## src/rtl/cntr_pkg.sv

```systemverilog
// cntr_pkg -- shared definitions for the up/down counter block.
//   dir_e         : count direction encoding (DIR_DOWN=0, DIR_UP=1)
//   *_MIN / *_MAX : legal parameter bounds
//   params_legal  : elaboration-time check of a WIDTH/MODULUS/PRESCALE set
package cntr_pkg;

  typedef enum logic {
    DIR_DOWN = 1'b0,
    DIR_UP   = 1'b1
  } dir_e;

  localparam int WIDTH_MIN    = 2;
  localparam int WIDTH_MAX    = 32;
  localparam int MODULUS_MIN  = 2;
  localparam int PRESCALE_MIN = 1;
  localparam int PRESCALE_MAX = 65535;

  // MODULUS may reach 2**32, so it is carried as a 64-bit value.
  function automatic bit params_legal(int w, longint m, int p);
    return (w >= WIDTH_MIN) && (w <= WIDTH_MAX) &&
           (m >= MODULUS_MIN) && (m <= (longint'(1) << w)) &&
           (p >= PRESCALE_MIN) && (p <= PRESCALE_MAX);
  endfunction

endpackage

```

## src/rtl/cntr_tick_gen.sv

```systemverilog
// cntr_tick_gen -- prescaler producing one count tick every PRESCALE enabled
// cycles.
//   clk     : clock
//   rst_n   : async active-low reset
//   restart : synchronous prescaler restart (clear or load in the counter)
//   en      : count enable; the prescaler only advances while en=1
//   tick    : combinational step strobe, en AND prescaler at end of period
module cntr_tick_gen #(
  parameter int PRESCALE = 1
) (
  input  logic clk,
  input  logic rst_n,
  input  logic restart,
  input  logic en,
  output logic tick
);

  if (PRESCALE == 1) begin : g_direct
    logic unused_direct;
    assign unused_direct = ^{clk, rst_n, restart};
    assign tick = en;
  end else begin : g_div
    localparam int            PW     = $clog2(PRESCALE);
    localparam logic [PW-1:0] RELOAD = PW'(PRESCALE - 1);

    // Down-counter holding the enabled cycles left in the period:
    // remain = PRESCALE-1 - phase, so remain==0 is the last cycle of a period.
    logic [PW-1:0] remain;

    always_ff @(posedge clk or negedge rst_n) begin
      if (!rst_n) begin
        remain <= RELOAD;
      end else if (restart) begin
        remain <= RELOAD;
      end else if (en) begin
        remain <= (remain == '0) ? RELOAD : remain - PW'(1);
      end
    end

    assign tick = en && (remain == '0);
  end

endmodule

```

## src/rtl/cntr_updn_mod.sv

```systemverilog
// cntr_updn_mod -- modulo up/down counter with prescaler, clear and load.
//   clk      : clock, all state on rising edge
//   rst_n    : async active-low reset
//   clr      : synchronous clear (highest priority)
//   en       : count enable
//   up       : direction, 1 = up, 0 = down
//   load     : synchronous load of min(load_val, MODULUS-1)
//   load_val : load value
//   count    : registered count, 0..MODULUS-1
//   tc       : combinational terminal count for the current direction
//   wrap     : registered one-cycle pulse after a boundary step
// Build option: CNTR_UPDN_SAT_EN -- saturate at the limits instead of
// wrapping; wrap then pulses on every tick suppressed at a limit.
module cntr_updn_mod
  import cntr_pkg::*;
#(
  parameter int     WIDTH    = 8,
  parameter longint MODULUS  = 256,
  parameter int     PRESCALE = 1
) (
  input  logic             clk,
  input  logic             rst_n,
  input  logic             clr,
  input  logic             en,
  input  logic             up,
  input  logic             load,
  input  logic [WIDTH-1:0] load_val,
  output logic [WIDTH-1:0] count,
  output logic             tc,
  output logic             wrap
);

  if (!params_legal(WIDTH, MODULUS, PRESCALE)) begin : g_param_err
    $error("cntr_updn_mod: illegal WIDTH/MODULUS/PRESCALE combination");
  end

  localparam logic [WIDTH-1:0] MAX_VAL = WIDTH'(MODULUS - 1);

  dir_e             dir;
  logic             tick;
  logic [WIDTH-1:0] load_clamped;
  logic [WIDTH-1:0] count_nxt;
  logic             wrap_nxt;

  assign dir          = up ? DIR_UP : DIR_DOWN;
  assign load_clamped = (load_val > MAX_VAL) ? MAX_VAL : load_val;

  // tc doubles as the "next step crosses a boundary" condition.
  assign tc = (dir == DIR_UP) ? (count == MAX_VAL) : (count == '0);

  cntr_tick_gen #(
    .PRESCALE (PRESCALE)
  ) u_tick_gen (
    .clk     (clk),
    .rst_n   (rst_n),
    .restart (clr | load),
    .en      (en),
    .tick    (tick)
  );

  always_comb begin
    count_nxt = count;
    wrap_nxt  = 1'b0;
    if (clr) begin
      count_nxt = '0;
    end else if (load) begin
      count_nxt = load_clamped;
    end else if (tick) begin
      if (tc) begin
        wrap_nxt = 1'b1;
`ifdef CNTR_UPDN_SAT_EN
        count_nxt = count;
`else
        count_nxt = (dir == DIR_UP) ? '0 : MAX_VAL;
`endif
      end else begin
        count_nxt = (dir == DIR_UP) ? count + WIDTH'(1) : count - WIDTH'(1);
      end
    end
  end

  always_ff @(posedge clk or negedge rst_n) begin
    if (!rst_n) begin
      count <= '0;
      wrap  <= 1'b0;
    end else begin
      count <= count_nxt;
      wrap  <= wrap_nxt;
    end
  end

endmodule

```

## config.mk

```make
export PLATFORM = sky130hd
export DESIGN_NAME = cntr_updn_mod
export DESIGN_NICKNAME = d
export VERILOG_FILES = /design/src/rtl/cntr_pkg.sv /design/src/rtl/cntr_tick_gen.sv /design/src/rtl/cntr_updn_mod.sv
export SDC_FILE = /design/constraint.sdc
export NUM_CORES = 1
export LEC_CHECK = 0
export BUFFER_PORTS_ARGS = -buffer_cell sky130_fd_sc_hd__buf_2
export CAP_MARGIN = 15
export CORE_MARGIN = 4
export CORE_UTILIZATION = 35
export CTS_CLUSTER_SIZE = 12
export DETAILED_ROUTE_END_ITERATION = 8
export SYNTH_ARGS = -nofsm -noshare
export SYNTH_HDL_FRONTEND = slang
export SYNTH_SLANG_ARGS = --single-unit
export TNS_END_PERCENT = 20
```

## constraint.sdc

```tcl
create_clock -name clk -period 1.7 [get_ports clk]
set_input_delay 0.17 -clock clk [delete_from_list [all_inputs] [get_ports clk]]
set_output_delay 0.17 -clock clk [all_outputs]
set_load 0.02 [all_outputs]
```

==> results.cfg <==
[min_path]
hp-start = load_val[1]
hp-class = input port to flip-flop

[clock_tree]
cts.reportedPaths.clkPinSlew_ns = 0.07
numCtsBuffers = 3
htreeDepth = 1
clockBufferDepth = 2
clock-sinks = 9
insertion_delay_ns = 0.27
cts_tree = yes
clock_tree.root_cell = clkbuf_4

[detailed_routing]
detail-route-antenna-nets = 0
firstDrtPassIters = 4
avgViaCountPerCell = 5.48
post_drt_wl_per_cell_um = 15.3
drt-initial-drc-count = 17
routed_wirelength_mm = 2.76
vias = 987
drc_errors = 0

[layout]
diodes = 0
areaGrowthSynthToFinish_pct = 52.8
fin_nets = 174
drive_gt1_share_pct = 54.6
finalNonFillerCells = 180

[synth]
synth_compound_area_share_pct = 27.2
yosysUniqueCellTypes = 33
synth_edf_count = 0
ys_ff_latch = 9
ys_seq_area_share_pct = 26.1
syn_avg_cell_area_sq_um = 8.14
synth_ff_type = dfrtp_1
syn_area_sq_um = 863
synth-simple-area-share_pct = 26.1
synth_cells = 106
async_flop_share_pct = 100
ys_warn_count = 0
synth_nets = 127
synth_top_family_by_area = compound AO/OA/AOI/OAI gates
synth_fa_ha_area_share_pct = 11.0
synth_xor_area_share_pct = 3.04
synthMuxAreaShare_pct = 2.61

[setup_path]
cp-startpoint = count[2]
end_kind = output port
crit_type = flip-flop to output port
critical_path_arrival_ns = 1.83
start_kind = flip-flop
cp.required_ns = 1.53
reg2reg_from = count[2]
cp_max_fo = 3

[sta]
setup_viol = 7
tns_ns = -1.04
worstMarginPinSlew_ns = 0.409
final.setup_skew_ns = 0.00214
fmax_ghz = 0.501
slew_viol_final = 0
post-route-period-util_pct = 117
grt_setup_unrepaired = yes
period_needed_ns = 2.00
maxSlewHeadroom_pct = 72.6
finalHoldViolCount = 0
setup_ws_ns = -0.295

[place]
dp_slack_ns = -0.197
place_inst = 167
port_buffers = 23
place.gp.congestion = 0.844
dp_hpwl_mm = 1.96

[floorplan]
ios = 24
die_h_um = 57.7
dieArea_sq_um = 3330
start_util_pct = 37.9
coreArea_sq_um = 2280
die_x_um = 57.7
rows = 17

[grt]
grt_pass1_wl_mm = 4.26
gr-total-overflow = 0
grtUsageTotal_pct = 16.3
grt_max_degree = 16
grt_antenna_before_repair = 0
grt_pass1_vias = 944

[pwr]
ir_drop_uv = 426
power.density_nw_per_um2 = 679
p_leak_nw = 0.597
total_power_uw = 895

[job]
maxCapViolations = 0

[run_status]
violations = negative setup slack
outcome = finished with violations
metal layers:
| layer | share of wire, % | GRT usage [%] | vias to the layer above | routed length (um) |
|---|---|---|---|---|
| met5 | 0 | 0 | - | 0 |
| met4 | 0.36 | 1.99 | 0 | 10 |
| met3 | 5.7 | 5.12 | 2 | 157 |
| met2 | 50 | 27.1 | 30 | 1380 |
| met1 | 44 | 21.3 | 471 | 1210 |
| li1 | - | - | 484 | - |
synthesized netlist by cell type (all sizes together) (3+ instances only):
cell type / number / share of area, %
ha: 6 / 8.7
a21oi: 10 / 5.8
xnor2: 3 / 3.0
clkbuf: 4 / 1.7
nand2: 5 / 2.2
o21ai: 12 / 7.0
nor3: 6 / 4.1
nor3b: 5 / 4.3
a211oi: 4 / 3.5
dfrtp: 9 / 26
inv: 5 / 2.2
nor2: 11 / 4.8
critical path, stage by stage, from the launching register on:
cell and delay, ns:
dfrtp_2 0.42, or4_4 0.54, or3_4 0.40, nand2_2 0.08, buf_6 0.11
cells by family (layout without fill, tap and decap cells):
logic type	after synthesis	in the layout
adders and majority gates	7	7
xor gates and xnor gates	3	3
and+or+nand+nor	40	40
AOI/OAI and AO/OA	36	36
muxes	2	2
DFF	9	9
buffers and inverters	9	55
power breakdown:
group	switching, mW	internal [mW]
combinational	0.227	0.233
clock	0.0879	0.0911
sequential	0.0219	0.235
total	0.337	0.558
through the flow:
step | hold slack [ns] | utilization [%] | instance area (sq um)
floorplan | -0.126 | - | 908
global placement | 0.0385 | 50.5 | 1150
detailed placement | 0.0469 | 50.5 | 1150
CTS | 0.143 | 54.7 | 1240
global route | 0.153 | 57.9 | 1320
finish | 0.145 | 57.9 | 1320
placed cells by master (no fill, tap or decap), types with 3 or more instances in the layout:
master    count
buf_2        22
buf_4        22
nor2_1       11
a21oi_1       8
dfrtp_2       7
nor3b_1       5
nor3_1        5
o21ai_0       5
nand2_1       4
inv_1         4
o21ai_1       4
a211oi_1      3
o21ai_2       3
ha_1          3
ha_4          3
clkbuf_4      3
final cells by class:
cell class / count / area [sq um]
tap: 28 / 35.0
timing repair buffer: 46 / 297
clock buffer: 4 / 26.3
multi-input combinational: 88 / 708
sequential: 9 / 234
fill: 209 / 957
inverter: 5 / 18.8
worst paths after layout:
kind | end | cells after the start | slack [ns]
setup reg to reg | wrap | 4 | -0.16
setup / recovery | tc | 4 | -0.30
hold reg to reg | count[3] | 4 | 0.81
max in group asynchronous | count[7] | 2 | 1.21
min in group asynchronous | count[2] | 2 | 0.28
hold / removal | count[1] | 3 | 0.15
state kept, by name, indices dropped and copies added (netlist names):
| signal | count |
|---|---|
| count | 8 |
| wrap | 1 |
repair_timing:
| action | 4_1_cts | 5_1_grt |
|---|---|---|
| endpoints found under the setup margin | 8 | 9 |
| endpoints found under the hold margin | 9 | 0 |
| resized for setup | 10 | 11 |
| buffers inserted | 3 | 5 |
| hold buffers | 1 | 0 |
| pin swaps | 3 | 3 |
(Power assumes the default switching activity.)
